**config.mk**
```make
export PLATFORM = sky130hd
export DESIGN_NAME = load_store_unit_flat
export DESIGN_NICKNAME = d
export VERILOG_FILES = /design/src/rtl/lsu_pkg.sv /design/src/rtl/load_store_unit_if.sv /design/src/rtl/lsu_align.sv /design/src/rtl/load_store_unit.sv /design/src/flat_wrapper.sv
export SDC_FILE = /design/constraint.sdc
export NUM_CORES = 1
export LEC_CHECK = 0
export ABC_AREA = 1
export CAP_MARGIN = 25
export CORE_MARGIN = 10
export CORE_UTILIZATION = 50
export DETAILED_ROUTE_END_ITERATION = 8
export PLACE_DENSITY_LB_ADDON = 0.08
export REMOVE_ABC_BUFFERS = 1
export SLEW_MARGIN = 20
export SYNTH_ARGS = -nofsm -noshare
export SYNTH_HDL_FRONTEND = slang
export SYNTH_SLANG_ARGS = --single-unit
```
**constraint.sdc**
```tcl
create_clock -name clk -period 3.05 [get_ports clk]
set_input_delay 0.4575 -clock clk [delete_from_list [all_inputs] [get_ports clk]]
set_output_delay 0.4575 -clock clk [all_outputs]
set_load 0.1 [all_outputs]
```
**src/rtl/lsu_pkg.sv**
```systemverilog
// Shared encodings and defaults for the load/store unit: access sizes, FSM states,
// memory geometry and the alignment rule.
package lsu_pkg;

  localparam int DEF_DEPTH = 128;
  localparam int DEF_AW    = 9;

  localparam logic [1:0] SZ_B = 2'b00;
  localparam logic [1:0] SZ_H = 2'b01;
  localparam logic [1:0] SZ_W = 2'b10;
  localparam logic [1:0] SZ_X = 2'b11;

  typedef enum logic [1:0] {
    ST_IDLE  = 2'd0,
    ST_READ  = 2'd1,
    ST_WRITE = 2'd2,
    ST_RESP  = 2'd3
  } lsu_state_e;

  // Size 11 is never a legal access, so it is reported together with misalignment.
  function automatic logic misaligned(input logic [1:0] size, input logic [1:0] off);
    logic bad;
    case (size)
      SZ_B:    bad = 1'b0;
      SZ_H:    bad = off[0];
      SZ_W:    bad = (off != 2'b00);
      SZ_X:    bad = 1'b1;
      default: bad = 1'b1;
    endcase
    return bad;
  endfunction

endpackage

```
**src/rtl/load_store_unit_if.sv**
```systemverilog
// Core request/response handshake plus the word-addressed data memory port.
// The slave modport is the load/store unit; master is the core/memory side.
interface load_store_unit_if #(
  parameter int AW = 9
) ();

  logic          req_valid;
  logic          req_ready;
  logic          req_we;
  logic [1:0]    req_size;
  logic          req_unsigned;
  logic [AW+1:0] req_addr;
  logic [31:0]   req_wdata;

  logic          resp_valid;
  logic          resp_err;
  logic [31:0]   resp_rdata;

  logic          mem_read;
  logic          mem_write;
  logic [AW-1:0] mem_addr;
  logic [31:0]   mem_wdata;
  logic [31:0]   mem_rdata;

  modport slave (
    input  req_valid, req_we, req_size, req_unsigned, req_addr, req_wdata, mem_rdata,
    output req_ready, resp_valid, resp_err, resp_rdata,
    output mem_read, mem_write, mem_addr, mem_wdata
  );

  modport master (
    output req_valid, req_we, req_size, req_unsigned, req_addr, req_wdata, mem_rdata,
    input  req_ready, resp_valid, resp_err, resp_rdata,
    input  mem_read, mem_write, mem_addr, mem_wdata
  );

endinterface

```
**src/rtl/lsu_align.sv**
```systemverilog
// Byte-lane steering: extracts and extends a load lane, and merges store data into a word.
// Purely combinational, little-endian lanes (byte k at bits [8k+7:8k]).
module lsu_align
  import lsu_pkg::*;
(
  input  logic [1:0]  size_i,
  input  logic [1:0]  off_i,
  input  logic        unsigned_i,
  input  logic [31:0] word_i,
  input  logic [31:0] wdata_i,
  output logic [31:0] load_o,
  output logic [31:0] merge_o
);

  logic [7:0]  byte_lane;
  logic [15:0] half_lane;

  always_comb begin
    byte_lane = word_i[{off_i, 3'b000} +: 8];
    half_lane = off_i[1] ? word_i[31:16] : word_i[15:0];

    case (size_i)
      SZ_B:    load_o = unsigned_i ? {24'h0, byte_lane} : {{24{byte_lane[7]}}, byte_lane};
      SZ_H:    load_o = unsigned_i ? {16'h0, half_lane} : {{16{half_lane[15]}}, half_lane};
      default: load_o = word_i;
    endcase

    merge_o = word_i;
    case (size_i)
      SZ_B: merge_o[{off_i, 3'b000} +: 8] = wdata_i[7:0];
      SZ_H: begin
        if (off_i[1]) merge_o[31:16] = wdata_i[15:0];
        else          merge_o[15:0]  = wdata_i[15:0];
      end
      default: merge_o = wdata_i;
    endcase
  end

endmodule

```
**src/rtl/load_store_unit.sv**
```systemverilog
// Byte-addressed load/store front end for a word memory; error 1, load/word store 2, sub-word store 3 cycles.
// One access in flight: req_ready drops on accept and returns after the single-cycle response.
module load_store_unit
  import lsu_pkg::*;
#(
  parameter int DEPTH = DEF_DEPTH,
  parameter int AW    = DEF_AW
) (
  input  logic             clk,
  input  logic             rst_n,
  load_store_unit_if.slave bus
);

  localparam logic [AW:0] DEPTH_LIM = (AW+1)'(DEPTH);

  lsu_state_e    state_q, state_d;
  logic          we_q, we_d;
  logic [1:0]    size_q, size_d;
  logic          uns_q, uns_d;
  logic [1:0]    off_q, off_d;
  logic [31:0]   wdata_q, wdata_d;

  logic          req_ready_q, req_ready_d;
  logic          resp_valid_q, resp_valid_d;
  logic          resp_err_q, resp_err_d;
  logic [31:0]   resp_rdata_q, resp_rdata_d;
  logic          mem_read_q, mem_read_d;
  logic          mem_write_q, mem_write_d;
  logic [AW-1:0] mem_addr_q, mem_addr_d;
  logic [31:0]   mem_wdata_q, mem_wdata_d;

  logic [AW-1:0] req_idx;
  logic [1:0]    req_off;
  logic          req_illegal;
  logic [31:0]   ld_data;
  logic [31:0]   st_merge;

  assign req_idx     = bus.req_addr[AW+1:2];
  assign req_off     = bus.req_addr[1:0];
  assign req_illegal = misaligned(bus.req_size, req_off) || ({1'b0, req_idx} >= DEPTH_LIM);

  lsu_align u_align (
    .size_i     (size_q),
    .off_i      (off_q),
    .unsigned_i (uns_q),
    .word_i     (bus.mem_rdata),
    .wdata_i    (wdata_q),
    .load_o     (ld_data),
    .merge_o    (st_merge)
  );

  always_comb begin
    state_d      = state_q;
    we_d         = we_q;
    size_d       = size_q;
    uns_d        = uns_q;
    off_d        = off_q;
    wdata_d      = wdata_q;
    resp_err_d   = 1'b0;
    resp_rdata_d = 32'h0;
    mem_addr_d   = mem_addr_q;
    mem_wdata_d  = mem_wdata_q;

    case (state_q)
      ST_IDLE: begin
        if (bus.req_valid) begin
          we_d    = bus.req_we;
          size_d  = bus.req_size;
          uns_d   = bus.req_unsigned;
          off_d   = req_off;
          wdata_d = bus.req_wdata;
          if (req_illegal) begin
            // Rejected accesses leave the memory port untouched.
            resp_err_d = 1'b1;
            state_d    = ST_RESP;
          end else begin
            mem_addr_d  = req_idx;
            mem_wdata_d = bus.req_wdata;
            state_d     = (bus.req_we && bus.req_size == SZ_W) ? ST_WRITE : ST_READ;
          end
        end
      end
      ST_READ: begin
        if (we_q) begin
          mem_wdata_d = st_merge;
          state_d     = ST_WRITE;
        end else begin
          resp_rdata_d = ld_data;
          state_d      = ST_RESP;
        end
      end
      ST_WRITE: state_d = ST_RESP;
      ST_RESP:  state_d = ST_IDLE;
      default:  state_d = ST_IDLE;
    endcase

    // Every output is registered from the next state, so none is combinational from inputs.
    req_ready_d  = (state_d == ST_IDLE);
    resp_valid_d = (state_d == ST_RESP);
    mem_read_d   = (state_d == ST_READ);
    mem_write_d  = (state_d == ST_WRITE);
  end

  always_ff @(posedge clk or negedge rst_n) begin
    if (!rst_n) begin
      state_q      <= ST_IDLE;
      we_q         <= 1'b0;
      size_q       <= SZ_B;
      uns_q        <= 1'b0;
      off_q        <= 2'b00;
      wdata_q      <= 32'h0;
      req_ready_q  <= 1'b1;
      resp_valid_q <= 1'b0;
      resp_err_q   <= 1'b0;
      resp_rdata_q <= 32'h0;
      mem_read_q   <= 1'b0;
      mem_write_q  <= 1'b0;
      mem_addr_q   <= '0;
      mem_wdata_q  <= 32'h0;
    end else begin
      state_q      <= state_d;
      we_q         <= we_d;
      size_q       <= size_d;
      uns_q        <= uns_d;
      off_q        <= off_d;
      wdata_q      <= wdata_d;
      req_ready_q  <= req_ready_d;
      resp_valid_q <= resp_valid_d;
      resp_err_q   <= resp_err_d;
      resp_rdata_q <= resp_rdata_d;
      mem_read_q   <= mem_read_d;
      mem_write_q  <= mem_write_d;
      mem_addr_q   <= mem_addr_d;
      mem_wdata_q  <= mem_wdata_d;
    end
  end

  assign bus.req_ready  = req_ready_q;
  assign bus.resp_valid = resp_valid_q;
  assign bus.resp_err   = resp_err_q;
  assign bus.resp_rdata = resp_rdata_q;
  assign bus.mem_read   = mem_read_q;
  assign bus.mem_write  = mem_write_q;
  assign bus.mem_addr   = mem_addr_q;
  assign bus.mem_wdata  = mem_wdata_q;

endmodule
```
**src/flat_wrapper.sv**
```systemverilog
// flat-port wrapper written by rule: the top's interface ports become plain ports
module load_store_unit_flat import lsu_pkg::*;
#(
  parameter int DEPTH = DEF_DEPTH,
  parameter int AW    = DEF_AW
)
  (clk, rst_n, bus_req_valid, bus_req_we, bus_req_size, bus_req_unsigned, bus_req_addr, bus_req_wdata, bus_mem_rdata, bus_req_ready, bus_resp_valid, bus_resp_err, bus_resp_rdata, bus_mem_read, bus_mem_write, bus_mem_addr, bus_mem_wdata);
  load_store_unit_if #(.AW(AW)) bus_i ();
  input  logic clk;
  input  logic rst_n;
  input wire logic [$bits(bus_i.req_valid)-1:0] bus_req_valid;
  input wire logic [$bits(bus_i.req_we)-1:0] bus_req_we;
  input wire logic [$bits(bus_i.req_size)-1:0] bus_req_size;
  input wire logic [$bits(bus_i.req_unsigned)-1:0] bus_req_unsigned;
  input wire logic [$bits(bus_i.req_addr)-1:0] bus_req_addr;
  input wire logic [$bits(bus_i.req_wdata)-1:0] bus_req_wdata;
  input wire logic [$bits(bus_i.mem_rdata)-1:0] bus_mem_rdata;
  output wire logic [$bits(bus_i.req_ready)-1:0] bus_req_ready;
  output wire logic [$bits(bus_i.resp_valid)-1:0] bus_resp_valid;
  output wire logic [$bits(bus_i.resp_err)-1:0] bus_resp_err;
  output wire logic [$bits(bus_i.resp_rdata)-1:0] bus_resp_rdata;
  output wire logic [$bits(bus_i.mem_read)-1:0] bus_mem_read;
  output wire logic [$bits(bus_i.mem_write)-1:0] bus_mem_write;
  output wire logic [$bits(bus_i.mem_addr)-1:0] bus_mem_addr;
  output wire logic [$bits(bus_i.mem_wdata)-1:0] bus_mem_wdata;
  assign bus_i.req_valid = bus_req_valid;
  assign bus_i.req_we = bus_req_we;
  assign bus_i.req_size = bus_req_size;
  assign bus_i.req_unsigned = bus_req_unsigned;
  assign bus_i.req_addr = bus_req_addr;
  assign bus_i.req_wdata = bus_req_wdata;
  assign bus_i.mem_rdata = bus_mem_rdata;
  assign bus_req_ready = bus_i.req_ready;
  assign bus_resp_valid = bus_i.resp_valid;
  assign bus_resp_err = bus_i.resp_err;
  assign bus_resp_rdata = bus_i.resp_rdata;
  assign bus_mem_read = bus_i.mem_read;
  assign bus_mem_write = bus_i.mem_write;
  assign bus_mem_addr = bus_i.mem_addr;
  assign bus_mem_wdata = bus_i.mem_wdata;
  load_store_unit #(.DEPTH(DEPTH), .AW(AW)) u_core (.clk(clk), .rst_n(rst_n), .bus(bus_i));
endmodule
```
==> results of run 1 <==
[power by group through the flow]
stage          combinational, mW  clock [mW]  sequential [mW]
2_1_floorplan               2.43           0             5.41
6_report                    7.09        1.99             2.71
3_5_place_dp                7.04           0             2.70
4_1_cts                     7.06        2.00             2.70
5_1_grt                     7.63        2.07             2.77
3_3_place_gp                6.98           0             2.70
[worst paths after layout]
path / slack, ns / startpoint / to
max in group asynchronous: 2.41 / rst_n / u_core.size_q[1]$_DFFE_PN0P_
min in group clk: 0.47 / u_core.bus.mem_addr[3]$_DFFE_PN0P_ / u_core.bus.mem_addr[3]$_DFFE_PN0P_
setup / recovery: 0.77 / u_core.state_q[1]$_DFF_PN0_ / u_core.bus.mem_wdata[0]$_DFFE_PN0P_
hold reg to reg: 0.47 / u_core.bus.mem_addr[3]$_DFFE_PN0P_ / u_core.bus.mem_addr[3]$_DFFE_PN0P_
setup reg to reg: 0.77 / u_core.state_q[1]$_DFF_PN0_ / u_core.bus.mem_wdata[0]$_DFFE_PN0P_
hold / removal: 0.07 / rst_n / u_core.bus.resp_rdata[31]$_DFF_PN0_
[kinds of logic after synthesis]
| family | Yosys count | share of synthesized area |
|---|---|---|
| flip-flops | 118 | 0.4327 |
| AO/OA/AOI/OAI | 210 | 0.1616 |
| multiplexers | 1 | 0.001649 |
| AND/OR/NAND/NOR | 481 | 0.2952 |
| buffers and inverters | 148 | 0.09419 |
| adder cells (fa/ha/maj) | 8 | 0.01466 |
[flip-flops by register name, summed over array words and instances (netlist names)]
register	flops
u_core.bus.mem_wdata	32
u_core.bus.mem_addr	9
u_core.state_q	2
u_core.bus.resp_valid	1
u_core.size_q	2
u_core.off_q	2
u_core.wdata_q	32
u_core.we_q	1
u_core.bus.mem_read	1
u_core.bus.req_ready	1
u_core.bus.resp_rdata	32
u_core.uns_q	1
u_core.bus.resp_err	1
u_core.bus.mem_write	1
[per-stage QoR]
step                      hold WS, ns  utilization  instances
final                         0.07373       0.6659       1287
after global routing           0.1675       0.6659       1287
after CTS                      0.1604       0.6659       1287
after detailed placement       0.4591       0.6219       1256
after global placement         0.4560       0.6219       1256
after floorplan                0.1619            -        905
[worst max-delay path: stages, from the launching register on]
cell,delay (ns)
dfrtp_1,0.38
inv_1,0.10
ha_1,0.25
inv_4,0.06
nor2_4,0.31
inv_2,0.19
nand3b_4,0.12
inv_4,0.09
nand2_2,0.09
buf_4,0.38
nand2_1,0.10
o21ai_1,0.09
[layout make-up]
type,count,area [um2]
multi-input cells,700,3233
flip-flops and latches,118,2954
clock inverters,8,97.59
repair buffers,175,1526
fillers,1205,4442
well taps,176,220.2
inverters,87,334.1
clock buffers,23,488.0
[placed cells by master (no fill, tap or decap), drive strengths merged, types with 8 or more instances in the layout]
cell type / n
clkdlybuf4s50: 80
inv: 87
o211ai: 13
nor2: 104
nand2: 299
clkbuf: 23
ha: 8
buf: 95
dfrtp: 117
nand3: 77
o21ai: 97
a21oi: 93
[layer usage]
layer,share of wire,GRT usage
met5,0,0
met4,0.020,0.07260
met3,0.11,0.07441
met2,0.45,0.3641
met1,0.42,0.3125
==> flow_metrics.env, run 1 <==
export IMPL_insertedDiodeCount=0
export IMPL_area_growth_pct=29.67
export IMPL_slew_viol_final=0
export IMPL_cts_root_buffer="clkbuf_16"
export IMPL_numCtsBuffers=17
export IMPL_p_per_area_nw_per_um2=1332
export IMPL_ys_types=29
export IMPL_hold_viol_final=0
export IMPL_clkLatencyLatePin_ns=0.42
export IMPL_fin_total_pwr_mw=11.79
export IMPL_worstPathMaxFanout=37
export IMPL_rsz0062_at_grt="no"
export IMPL_synth_area_top_cells="dfrtp_1, nand2_1, a21oi_1"
export IMPL_synth_seq_cells=118
export IMPL_coreArea_um2=13300
export IMPL_max_vdd_ir_drop_v=0.001096
export IMPL_initial_core_util=0.5136
export IMPL_cts_buffer_depth=2
export IMPL_syn_inst=966
export IMPL_crit_path_end_kind="flip-flop"
export IMPL_finalSetupTns_ns=0
export IMPL_clockPowerShare=0.169
export IMPL_ctsHoldBuffers=0
export IMPL_ys_warn_count=0
export IMPL_min_period_over_period=0.7461
export IMPL_finClkSkew_ns=0.006832
export IMPL_cts_setup_buffers=0
export IMPL_r2r_cells=11
export IMPL_crit_arrival_ns=2.63
export IMPL_clock_fmax_ghz=0.4394
export IMPL_switchingPower_mw=6.657
export IMPL_p_leak_nw=4.411
export IMPL_portBuffers=159
export IMPL_grt_overflow_total=0
export IMPL_drive_above_1_share=0.1431
export IMPL_postPlaceCellArea_um2=8268
export IMPL_first_iter_violations=707
export IMPL_min_period_ns=2.276
export IMPL_vias=6970
export IMPL_fp_dieArea_um2=18730
export IMPL_fin_nets=1189
export IMPL_status="complete, no violations"
export IMPL_place_congestion=0.9461
export IMPL_grt_max_degree=119
export IMPL_dieHeight_um=136.9
export IMPL_maxCapViolCount=0
export IMPL_drc_errors=0
export IMPL_required_ns=3.40
export IMPL_clkSlewWorstSetupHoldPaths_ns=0.05
export IMPL_netlist_top_cells_count="nand2_1, dfrtp_1, a21oi_1"
export IMPL_cts_tree="done"
export IMPL_fp_row_count=42
export IMPL_yosysMostFrequentCell="nand2_1"
export IMPL_yosys_area_top_type="dfrtp_1"
export IMPL_dp_slack_ns=0.7995
export IMPL_htree_num_levels=4
export IMPL_cts_resized_gates=0
export IMPL_seqPwrFrac=0.230
export IMPL_setup_viol=0
export IMPL_dr_pass1_iters=6
export IMPL_routed_via_density=5.416
export IMPL_cts_num_sinks=118
export IMPL_post_drt_wl_per_cell_um=17.31
export IMPL_worst_slew_margin_rel=0.3390
export IMPL_switching_share=0.5646
export IMPL_syn_area_um2=6828
export IMPL_wl_um=22280
export IMPL_synthArstFlopShare=1.000
export IMPL_grt_pass1_vias=6670
export IMPL_yosysSeqAreaShare=0.4327
export IMPL_dp_hpwl_um=15480
export IMPL_start_kind="flip-flop"
export IMPL_synth_edf_count=0
export IMPL_ios=160
export IMPL_design_area_um2=8853
export IMPL_ant_nets=0
export IMPL_worst_slew_pin_transition_ns=0.9879
export IMPL_combPwrFrac=0.602
export IMPL_netlist_area_leader_share=0.4288
export IMPL_synthFlopType="dfrtp_1"
export IMPL_grt_pass1_wl_um=34960
export IMPL_path_class="flip-flop to flip-flop"
export IMPL_internal_power_mw=5.134
export IMPL_antenna_found_initial=0
export IMPL_grt_use_total=0.2367
export IMPL_fin_ws_ns=0.7744
export IMPL_syn_area_per_cell_um2=7.068
export IMPL_hold_path_class="input pin to asynchronous set/reset pin"
export IMPL_die_w_um=136.9
(Power assumes the default switching activity.)
==> run 2, diff against run 1 <==
==> constraint.sdc (replaced) <==
create_clock -name clk -period 2.3 [get_ports clk]
set_input_delay 0.345 -clock clk [delete_from_list [all_inputs] [get_ports clk]]
set_output_delay 0.345 -clock clk [all_outputs]
set_load 0.1 [all_outputs]
==> flow_metrics.env, run 2 (same netlist as run 1, synthesis figures left out) <==
export IMPL_status="complete, no violations"
export IMPL_cts_root_buffer="clkbuf_16"
export IMPL_slew_viol_final=0
export IMPL_dp_hpwl_um=15600
export IMPL_grt_pass1_vias=6676
export IMPL_worst_slew_margin_rel=0.3863
export IMPL_cpLargestDelayFamily="simple AND/OR/NAND/NOR gates"
export IMPL_portBuffers=159
export IMPL_cts_resized_gates=0
export IMPL_drive_above_1_share=0.1467
export IMPL_cts_tree="done"
export IMPL_cts_num_sinks=118
export IMPL_cts_setup_buffers=0
export IMPL_ios=160
export IMPL_ff2ff_setup_slack_ns=0.33
export IMPL_maxCapViolCount=0
export IMPL_worst_slew_pin_transition_ns=0.9172
export IMPL_coreArea_um2=13300
export IMPL_finalSetupTns_ns=0
export IMPL_clkSlewWorstSetupHoldPaths_ns=0.06
export IMPL_cp_slowest_cell="nor2_1"
export IMPL_cts_buffer_depth=2
export IMPL_final_fill_count=1185
export IMPL_finClkSkew_ns=0.006800
export IMPL_rsz0062_at_grt="no"
export IMPL_hold_viol_final=0
export IMPL_max_vdd_ir_drop_v=0.001577
export IMPL_grt_pass1_wl_um=35270
export IMPL_antenna_found_initial=0
export IMPL_wl_um=22290
export IMPL_hold_slack_ns=0.01748
export IMPL_min_period_ns=1.971
export IMPL_fp_row_count=42
export IMPL_seq_area_um2=2954
export IMPL_htree_num_levels=4
export IMPL_path_class="flip-flop to flip-flop"
export IMPL_fp_dieArea_um2=18730
export IMPL_clock_fmax_ghz=0.5074
export IMPL_ant_nets=0
export IMPL_fin_nets=1195
export IMPL_worst_path_largest_cell_delay_ns=0.72
export IMPL_grt_max_degree=119
export IMPL_worstPathMaxFanout=15
export IMPL_initial_core_util=0.5136
export IMPL_setup_viol=0
export IMPL_crit_path_end_kind="flip-flop"
export IMPL_area_growth_pct=30.64
export IMPL_layout_commonest_cell="nand2_1"
export IMPL_grt_overflow_total=0
export IMPL_critPathBufInv=1
export IMPL_required_ns=2.65
export IMPL_clkLatencyLatePin_ns=0.43
export IMPL_fin_total_pwr_mw=15.75
export IMPL_hold_path_class="input pin to asynchronous set/reset pin"
export IMPL_drc_errors=0
export IMPL_numCtsBuffers=17
export IMPL_p_leak_nw=4.449
export IMPL_mostFrequentLayoutCells="nand2_1, dfrtp_1, buf_4"
export IMPL_vias=7070
export IMPL_p_per_area_nw_per_um2=1766
export IMPL_ctsHoldBuffers=0
export IMPL_min_period_over_period=0.8569
export IMPL_start_kind="flip-flop"
export IMPL_first_iter_violations=714
export IMPL_dr_pass1_iters=5
export IMPL_multi_input_comb_area_um2=3233
export IMPL_die_w_um=136.9
export IMPL_crit_chain="inv_2, nand2_1, nor2_1, nand2_1, nand3_1, nor2_1, o21ai_1"
export IMPL_place_congestion=0.9634
export IMPL_post_drt_wl_per_cell_um=17.21
export IMPL_routed_via_density=5.459
export IMPL_crit_arrival_ns=2.32
export IMPL_grt_use_total=0.2374
export IMPL_dieHeight_um=136.9
-- run 2: changes by cell type in the layout (fill, tap and decap cells not counted), sizes merged --
cell    previous run  this run
clkbuf            23        24
diode              0         1
buf               95       101
-- run 2: final timing paths --
path,startpoint,endpoint,cells past startpoint
hold reg to reg,u_core.bus.mem_addr[5]$_DFFE_PN0P_,u_core.bus.mem_addr[5]$_DFFE_PN0P_,2
setup / recovery,u_core.size_q[1]$_DFFE_PN0P_,u_core.bus.mem_wdata[10]$_DFFE_PN0P_,7
max in group asynchronous,rst_n,u_core.bus.resp_valid$_DFF_PN0_,2
hold / removal,rst_n,u_core.bus.resp_rdata[15]$_DFF_PN0_,2
setup reg to reg,u_core.size_q[1]$_DFFE_PN0P_,u_core.bus.mem_wdata[10]$_DFFE_PN0P_,7
min in group clk,bus_req_addr[4],u_core.bus.mem_addr[2]$_DFFE_PN0P_,3
-- run 2: area by class of cell --
class / instances / area share
repair buffers: 181 / 0.1790
multi-input cells: 700 / 0.3625
clock buffers: 24 / 0.05400
clock inverters: 8 / 0.01094
diodes: 1 / 0.0002805
well taps: 176 / 0.02469
flip-flops and latches: 118 / 0.3312
inverters: 87 / 0.03745
-- run 2: where the power goes --
part / switching (mW) / internal (mW) / leakage [nW]
logic: 7.28 / 2.27 / 2.67
clock network: 0.964 / 1.67 / 0.276
registers: 0.633 / 2.93 / 1.50
total: 8.88 / 6.87 / 4.45
-- run 2: through the flow --
stage | setup WS, ns | cells | instance area, um2 | utilization
4_1_cts | 0.3482 | 1294 | 8917 | 0.6707
5_1_grt | 0.1325 | 1294 | 8917 | 0.6707
3_3_place_gp | 0.3174 | 1262 | 8338 | 0.6271
3_5_place_dp | 0.2641 | 1262 | 8338 | 0.6271
2_1_floorplan | -0.4330 | 905 | 6519 | -
6_report | 0.3292 | 1295 | 8920 | 0.6709
-- run 2: metal layers --
layer  track usage  vias to the layer above  wire length (um)  part of all wire
li1              -                     3382                 -                 -
met1        0.3209                     3274              9482              0.43
met2        0.3474                      359              9950              0.45
met3       0.07001                       55              2185             0.098
met4       0.09895                        0               667             0.030
met5             0                        -                 0                 0
